--- src/rtl/char_box_detect.sv ---
// Per-frame character bounding box finder: qualifies horizontal black runs,
// tracks their extent during the frame and latches box plus scan rows at frame end.
module char_box_detect #(
    parameter int MIN_RUN = 3,
    parameter int MIN_W   = 8,
    parameter int MIN_H   = 16,
    parameter int X_MIN   = 0,
    parameter int X_MAX   = 479,
    parameter int Y_MIN   = 0,
    parameter int Y_MAX   = 271
) (
    input  logic        clk,
    input  logic        rst_n,
    input  logic [11:0] x,
    input  logic [11:0] y,
    input  logic        i_vs,
    input  logic        i_de,
    input  logic        i_th,
    output logic [11:0] char_up,
    output logic [11:0] char_down,
    output logic [11:0] char_left,
    output logic [11:0] char_right,
    output logic [11:0] row_scanf_line1,
    output logic [11:0] row_scanf_line2,
    output logic        box_valid,
    output logic        frame_done
);
    typedef enum logic [1:0] {IDLE, ACCUM, LATCH, CALC} state_t;

    localparam logic [3:0]  RUN_SAT   = 4'(MIN_RUN);
    localparam logic [3:0]  RUN_M1    = 4'(MIN_RUN - 1);
    localparam logic [11:0] START_OFF = 12'(MIN_RUN - 1);

    state_t      state, state_nxt;
    logic        vs_d0, armed;
    logic        vs_rise, vs_fall;
    logic [3:0]  run_cnt;
    logic [11:0] min_x, max_x, min_y, max_y;
    logic        hit;
    logic [11:0] h;
    logic        latch_ok;
    int          xi, yi;
    logic        in_roi, black, qual, first;
    logic [11:0] start_x;
    logic [11:0] box_w, box_h;
    logic        frame_ok;
    logic [15:0] prod5, prod11, sum1, sum2;

    // A frame already in progress at reset release must end before a rise is trusted.
    assign vs_rise = i_vs & ~vs_d0 & armed;
    assign vs_fall = ~i_vs & vs_d0;

    always_ff @(posedge clk or negedge rst_n) begin
        if (!rst_n) begin
            vs_d0 <= 1'b0;
            armed <= 1'b0;
            state <= IDLE;
        end else begin
            vs_d0 <= i_vs;
            armed <= armed | ~i_vs;
            state <= state_nxt;
        end
    end

    always_comb begin
        state_nxt = state;
        case (state)
            IDLE:    if (vs_rise) state_nxt = ACCUM;
            ACCUM:   if (vs_fall) state_nxt = LATCH;
            LATCH:   state_nxt = CALC;
            CALC:    state_nxt = IDLE;
            default: state_nxt = IDLE;
        endcase
    end

    assign xi     = int'(x);
    assign yi     = int'(y);
    assign in_roi = i_de && (xi >= X_MIN) && (xi <= X_MAX) && (yi >= Y_MIN) && (yi <= Y_MAX);
    // The pixel coincident with the i_vs fall is not part of the frame.
    assign black   = (state == ACCUM) && i_vs && in_roi && !i_th;
    assign qual    = black && (run_cnt >= RUN_M1);
    assign first   = qual && (run_cnt == RUN_M1);
    assign start_x = first ? (x - START_OFF) : x;

    always_ff @(posedge clk or negedge rst_n) begin
        if (!rst_n) begin
            run_cnt <= '0;
            min_x   <= 12'hFFF;
            min_y   <= 12'hFFF;
            max_x   <= '0;
            max_y   <= '0;
            hit     <= 1'b0;
        end else if (state == IDLE && vs_rise) begin
            run_cnt <= '0;
            min_x   <= 12'hFFF;
            min_y   <= 12'hFFF;
            max_x   <= '0;
            max_y   <= '0;
            hit     <= 1'b0;
        end else if (state == ACCUM) begin
            if (black) run_cnt <= (run_cnt == RUN_SAT) ? run_cnt : run_cnt + 4'd1;
            else       run_cnt <= '0;
            if (qual) begin
                if (start_x < min_x) min_x <= start_x;
                if (x > max_x)       max_x <= x;
                if (y < min_y)       min_y <= y;
                if (y > max_y)       max_y <= y;
                hit <= 1'b1;
            end
        end
    end

    assign box_w    = max_x - min_x;
    assign box_h    = max_y - min_y;
    assign frame_ok = hit && (box_w >= 12'(MIN_W)) && (box_h >= 12'(MIN_H));

    assign prod5  = 16'(h) * 16'd5;
    assign prod11 = 16'(h) * 16'd11;
    assign sum1   = 16'(char_up) + (prod5 >> 4);
    assign sum2   = 16'(char_up) + (prod11 >> 4);

    always_ff @(posedge clk or negedge rst_n) begin
        if (!rst_n) begin
            char_up         <= '0;
            char_down       <= '0;
            char_left       <= '0;
            char_right      <= '0;
            row_scanf_line1 <= '0;
            row_scanf_line2 <= '0;
            box_valid       <= 1'b0;
            frame_done      <= 1'b0;
            h               <= '0;
            latch_ok        <= 1'b0;
        end else begin
            frame_done <= (state == CALC);
            if (state == LATCH) begin
                box_valid <= frame_ok;
                latch_ok  <= frame_ok;
                if (frame_ok) begin
                    char_left  <= min_x;
                    char_right <= max_x;
                    char_up    <= min_y;
                    char_down  <= max_y;
                    h          <= box_h;
                end
            end
            if (state == CALC && latch_ok) begin
                row_scanf_line1 <= sum1[11:0];
                row_scanf_line2 <= sum2[11:0];
            end
        end
    end
endmodule

--- config.mk ---
export PLATFORM = sky130hd
export DESIGN_NAME = char_box_detect
export DESIGN_NICKNAME = d
export VERILOG_FILES = /design/src/rtl/char_box_detect.sv
export SDC_FILE = /design/constraint.sdc
export NUM_CORES = 1
export LEC_CHECK = 0
export ABC_CLOCK_PERIOD_IN_PS = 11300
export CAP_MARGIN = 20
export CORE_ASPECT_RATIO = 0.7
export CORE_MARGIN = 3
export CORE_UTILIZATION = 33
export CTS_CLUSTER_SIZE = 10
export DETAILED_ROUTE_END_ITERATION = 8
export HOLD_SLACK_MARGIN = 0.06
export PLACE_DENSITY_LB_ADDON = 0.1
export SLEW_MARGIN = 20
export SYNTH_ARGS = -nofsm -noshare
export SYNTH_HDL_FRONTEND = slang
export SYNTH_SLANG_ARGS = --single-unit
--- constraint.sdc ---
create_clock -name clk -period 11.3 [get_ports clk]
set_input_delay 2.26 -clock clk [delete_from_list [all_inputs] [get_ports clk]]
set_output_delay 2.26 -clock clk [all_outputs]
set_load 0.01 [all_outputs]
# --- After elaboration in Yosys (flattened, before gate mapping) ---
# Cells that the tools add are included.
totals:
  register_bits: 143
  in_bits: 29
  out_inout_bits: 74
  word_cells: 107
classes:
  n_addsub: 6
  mul: 2
  order_cmp: 11
  n_eq_ne: 8
  muxes: 27
  n_bitwise: 6
  reduce_logical: 29
ops:
  columns: ["cell", "n"]
  rows:
  - ["$mux 12", 17]
  - ["$ge 12x1->1 const B", 2]
  - ["$gt 12x12->1", 2]
  - ["$le 12x9->1 const B", 2]
  - ["$lt 12x12->1", 2]
  - ["$sub 12x12->12", 2]
  - ["$mul 12x4->16 const B", 1]
  - ["$mux 4", 4]
  - ["$mul 12x3->15 const B", 1]
  - ["$logic_and 1x1->1", 13]
  - ["$add 12x11->12", 1]
  - ["$add 12x12->12", 1]
  - ["$ge 12x4->1 const B", 1]
  - ["$ge 12x5->1 const B", 1]
  - ["$reduce_and 3->1", 4]
  - ["$reduce_bool 2->1", 6]
  - ["$sub 12x2->12 const B", 1]
  - ["$eq 4x2->1 const B", 2]
  - ["$pmux 2 s4", 1]
  - ["$reduce_and 2->1", 4]
  - ["$add 4x1->4 const B", 1]
  - ["$eq 2x2->1 const B", 2]
  - ["$ge 4x2->1 const B", 1]
  - ["$mux 2", 2]
  - ["other kinds (9)", 15]

# --- Longest topological paths before layout ---
depth:
  ltp_word: 15
  mapped_depth: 21
  mapped_depth_nobuf: 21

# --- Least setup slack after synthesis ---
# No wires, ideal clock.
synth_timing:
  path_kind: "input port to flip-flop"
  startpoint: "input port x[11]"
  endpoint: "register min_x[10]"
  setup_ps: 75
  t_arrival_ps: 5071
  required_time_ps: 11225
  path_slack_ps: 6154
  path_stages: 13
  path_buffers: 1
  cell_sequence: "nor4b_1 > and3_1 > nand4_1 > or4b_1 > o41ai_1 > o21ai_1 > ha_1 > o21a_1 > o2111ai_1 > nor2_1 > a21oi_1 > buf_2 > mux2i_1"
synth_via:
  elab_chain_cells: 14
  elab_cells_between_ends: 20
  cone_classes: "add/sub: 1; order compare: 3; mux: 5; reduce/logical: 11"
synth_rtl:
  columns: ["item", "line_no", "rtl"]
  rows:
  - ["start, declared", "14", "input logic [11:0] x,"]
  - ["parallel branches: the longest is 14 deep, another holds $ge 12x1->1", null, null]
  - ["end signal, assigned", "104", "if (start_x < min_x) min_x <= start_x;"]
  - ["end, declared", "38", "logic [11:0] min_x, max_x, min_y, max_y;"]
# Parallel ways; which one is timed is not known. The select of a mux whose other input is x is not followed.
# A chain may end at the register's enable or synchronous reset.

# --- Worst setup path after layout ---
layout_timing:
  startpoint: "input port x[11]"
  endpoint: "register min_x[3]"
# The elaborated chain is that of the path after synthesis.

==> flow_summary.rst <==
.. list-table::
   :header-rows: 1

   * - Metric
     - Value
   * - Antenna cells
     - 0
   * - Xor-xnor portion of the synthesized cell area
     - 4.39%
   * - RSZ-0062 raised after global routing
     - no
   * - Smallest setup slack after layout
     - 5.39 ns
   * - IO Pins
     - 103
   * - Antenna violation net count after detailed routing
     - 0
   * - Max clock buf depth
     - 2
   * - Mapped Nets
     - 1228
   * - Largest area contributor in the netlist
     - dfrtp_1
   * - Antenna violations before repair
     - 0
   * - Data arrival time of the critical path
     - 6.26 ns
   * - Detailed-route via count
     - 7764
   * - Area after DPL
     - 12000 um^2
   * - CTS Sinks
     - 143
   * - Clock buffers created by TritonCTS
     - 17
   * - Synthesized flop and latch total
     - 143
   * - Synthesized-area fraction occupied by adder cells
     - 18.2%
   * - Combined area of the multi-input logic cells
     - 6340 um^2
   * - CTS clk-pin slew, worst paths
     - 0.07 ns
   * - Worst hold path class
     - register to register
   * - Seq/Total Area, Yosys
     - 34.1%
   * - Number of pins with negative max-slew slack in the final report
     - 0
   * - Hold-fix buffer count after cts
     - 0
   * - Post-synth top area share
     - 28.2%
   * - Avg WL per Cell
     - 17.4 um
   * - Synth Area in Compound Gates
     - 13.6%
   * - Area of all placed cells without fillers
     - 12600 um^2
   * - Clk_lat worst skew
     - 0.43 ns
   * - Gpl congestion
     - 0.819
   * - Quantity of gates resized following cts
     - 0
   * - Net count, final
     - 1332
   * - Growth of design area from synthesis to finish
     - 18.9%
   * - Cell at the slowest stage of the critical path
     - nor2_1
   * - Number of DRC markers after the initial detailed-route iteration
     - 395
   * - Synthesized instance count
     - 1054
   * - Setup Skew
     - 0.0101 ns
   * - Largest net degree at the start of global routing
     - 82
   * - Std-Cell Core Area
     - 31400 um^2
   * - Setup total negative slack
     - 0 ns
   * - Fraction of the mapped netlist area in simple logic gates
     - 11.7%
   * - Total half-perimeter wirelength after legalization and detailed placement
     - 21.5 mm
   * - Floorplan row count
     - 54
   * - Overflow left after global routing
     - 0
   * - Max-cap check violation count
     - 0
   * - Chain of cells forming the critical path
     - clkdlybuf4s50_1, nor4b_1, and3_1, nand4_1, nor2_1, xnor2_1, ha_1, a21o_1, a21o_1, a21o_1, a21oi_1, o21ai_0, a21oi_1, buf_4, mux2i_1
   * - Buffers inserted during post-CTS setup optimization
     - 0
   * - Share of cell area taken by muxes after synthesis
     - 12.1%
   * - Synthesized area per cell
     - 10.0 um^2
   * - Cell family with the largest share of critical-path delay
     - simple AND/OR/NAND/NOR gates
   * - Routed wire length
     - 27.7 mm
   * - Max FO, Critical Path
     - 10
   * - Fin util
     - 40.1%
   * - Post-Place Setup Slack
     - 4.94 ns
   * - Final worst path period need
     - 5.91 ns
   * - Number of fillers in the final layout
     - 3117
   * - Biggest area contributors in the synthesized netlist
     - dfrtp_1 28%, ha_1 16%, mux2_4 7.1%
   * - Period utilization
     - 52.3%
   * - Setup violators final
     - 0
   * - Total global routing track utilization
     - 16.8%
   * - Syn Std Cell Area
     - 10600 um^2
   * - CTS tree
     - built
   * - Number of global-route vias before repair
     - 7637
   * - Main combinational cell family by area after synthesis
     - adder cells
   * - Yosys Warn Count
     - 0
   * - Number of synthesized flops with an enable pin
     - 0
   * - Critical path type
     - input port to register
   * - Leakage power
     - 6.01 nW
   * - Residual DRC count
     - 0
   * - CTS H-Tree Depth
     - 4
   * - Highest attainable clock frequency
     - 0.169 GHz
   * - Global-route wire length before repair
     - 44.5 mm
   * - Worst slew margin relative to its limit
     - 41.8%
   * - Share of layout cells above drive strength 1
     - 11.7%
   * - Data required time of the critical path
     - 11.65 ns
   * - First-pass iteration count of the detailed router
     - 5
   * - Result of the run
     - completed
   * - Crit path buffers/inverters
     - 2
   * - Width of the die
     - 220 um
   * - I/O Buffers
     - 102
   * - Number of hold-slack violations in the final timing report
     - 0
   * - Critical Path Source Type
     - input port
   * - Power per standard cell area
     - 111 nW/um^2
   * - Root Driver
     - clkbuf_16
   * - Worst-case vdd ir drop
     - 0.108 mV
   * - Sequential cell area in the final layout
     - 3610 um^2
   * - Critical path's largest stage delay
     - 0.58 ns
   * - Initial Util
     - 33.7%
   * - Via density
     - 4.88
   * - Number of distinct library cells after synthesis
     - 71
   * - Worst-Margin Slew
     - 0.870 ns
   * - Top cell by count, worst path
     - a21o_1
   * - Commonest register cell after synthesis
     - dfrtp_1
   * - Proportion of register bits with asynchronous set or reset after synthesis
     - 100%
   * - Endpoint class of the critical path
     - register
   * - Die Area
     - 34200 um^2
   * - Die boundary height
     - 156 um
-- sequential cells by signal (all words and copies together) (netlist names) --
register         count
char_down           12
char_left           12
char_right          12
char_up             12
h                   12
max_x               12
max_y               12
min_x               12
min_y               12
row_scanf_line1     12
row_scanf_line2     12
run_cnt              4
state                2
armed                1
frame_done           1
hit                  1
latch_ok             1
vs_d0                1
-- stage by stage --
step | std cells | hold slack, ns | power, mW
3_3_place_gp | 1559 | 0.456 | 0.838
6_report | 1591 | 0.469 | 1.40
3_5_place_dp | 1559 | 0.456 | 0.838
2_1_floorplan | 1054 | 0.435 | 0.745
4_1_cts | 1591 | 0.475 | 1.42
5_1_grt | 1591 | 0.500 | 1.48
-- cell type report --
cell class,count,area share (%)
Multi-Input combinational cell,773,50.5
Clock inverter,14,1.13
Sequential cell,143,28.7
Inverter,112,3.34
Tap cell,420,4.18
Timing Repair Buffer,111,8.67
Clock buffer,18,3.49
-- cells by family (layout without fill, tap and decap cells) --
| group | Yosys count | in the layout |
|---|---|---|
| adders and majority gates | 145 | 145 |
| DFF | 143 | 143 |
| buffers and inverters | 138 | 255 |
| and+or+nand+nor | 254 | 254 |
| muxes | 102 | 102 |
| xor gates and xnor gates | 53 | 53 |
| AOI/OAI and AO/OA | 219 | 219 |
-- Yosys cell counts (4+ instances only) --
master       n
a31oi_1      8
a21o_1      30
a221oi_1     4
nand2_1     51
dfrtp_1    119
xnor2_1     38
o41ai_1      4
dfstp_2     24
nand2b_1    10
mux2i_1     47
clkbuf_1    14
fa_1        14
mux2_2       5
ha_1       131
a21oi_1     56
inv_1      112
xor2_1      15
o211ai_1     5
o2111ai_1    5
nand3_1      8
o21a_1      14
nor2_1     101
nor3_1      24
o21bai_1    16
o21ai_0     43
mux2_4      50
nor3b_1      8
o21ai_1      6
nor2b_1      6
nand4_1      7
buf_12       5
a211oi_1     6
and3_1       6
nor4_1       9
-- where the power goes --
group	switching (mW)	leakage [nW]	internal [mW]	total [mW]
logic	0.159	3.82	0.106	0.265
clock network	0.267	0.288	0.301	0.568
registers	0.0222	1.90	0.541	0.563
-- cell usage in the layout, fill, tap and decap left out, types with 7 or more instances in the layout --
cell type	instances
a21o_1	30
nand2_1	51
nor3b_1	8
ha_1	131
nor2_1	100
inv_1	112
mux2_4	50
nor4_1	9
fa_1	14
a31oi_1	8
o21ai_0	43
o21bai_1	16
dfstp_2	24
xnor2_1	38
dfrtp_1	119
o21a_1	14
clkbuf_16	17
nand4_1	7
clkdlybuf4s50_1	101
nand3_1	8
xor2_1	15
a21oi_1	56
nor3_1	24
buf_4	9
nand2b_1	10
mux2i_1	47
-- layer usage --
| metal | GRT usage [%] | part of all wire (%) | vias up |
|---|---|---|---|
| met3 | 3.06 | 4.0 | 8 |
| li1 | - | - | 3951 |
| met4 | 3.13 | 0.43 | 0 |
| met5 | 0 | 0 | - |
| met2 | 22.1 | 38 | 117 |
| met1 | 27.9 | 58 | 3688 |
-- path summary, 6_finish.rpt --
check	slack [ns]	end	start	cells past startpoint
worst max register to register	6.00	row_scanf_line2[11]$_DFFE_PN0P_	h[4]$_DFFE_PN0P_	19
max in group asynchronous	8.07	h[0]$_DFFE_PN0P_	rst_n	2
worst max-delay path	5.39	min_x[3]$_DFFE_PN1P_	x[11]	15
min in group asynchronous	1.89	row_scanf_line2[10]$_DFFE_PN0P_	rst_n	1
worst min-delay path	0.47	armed$_DFF_PN0_	armed$_DFF_PN0_	1
worst min register to register	0.47	armed$_DFF_PN0_	armed$_DFF_PN0_	1
Note: power is estimated with default switching activity, not from simulation.
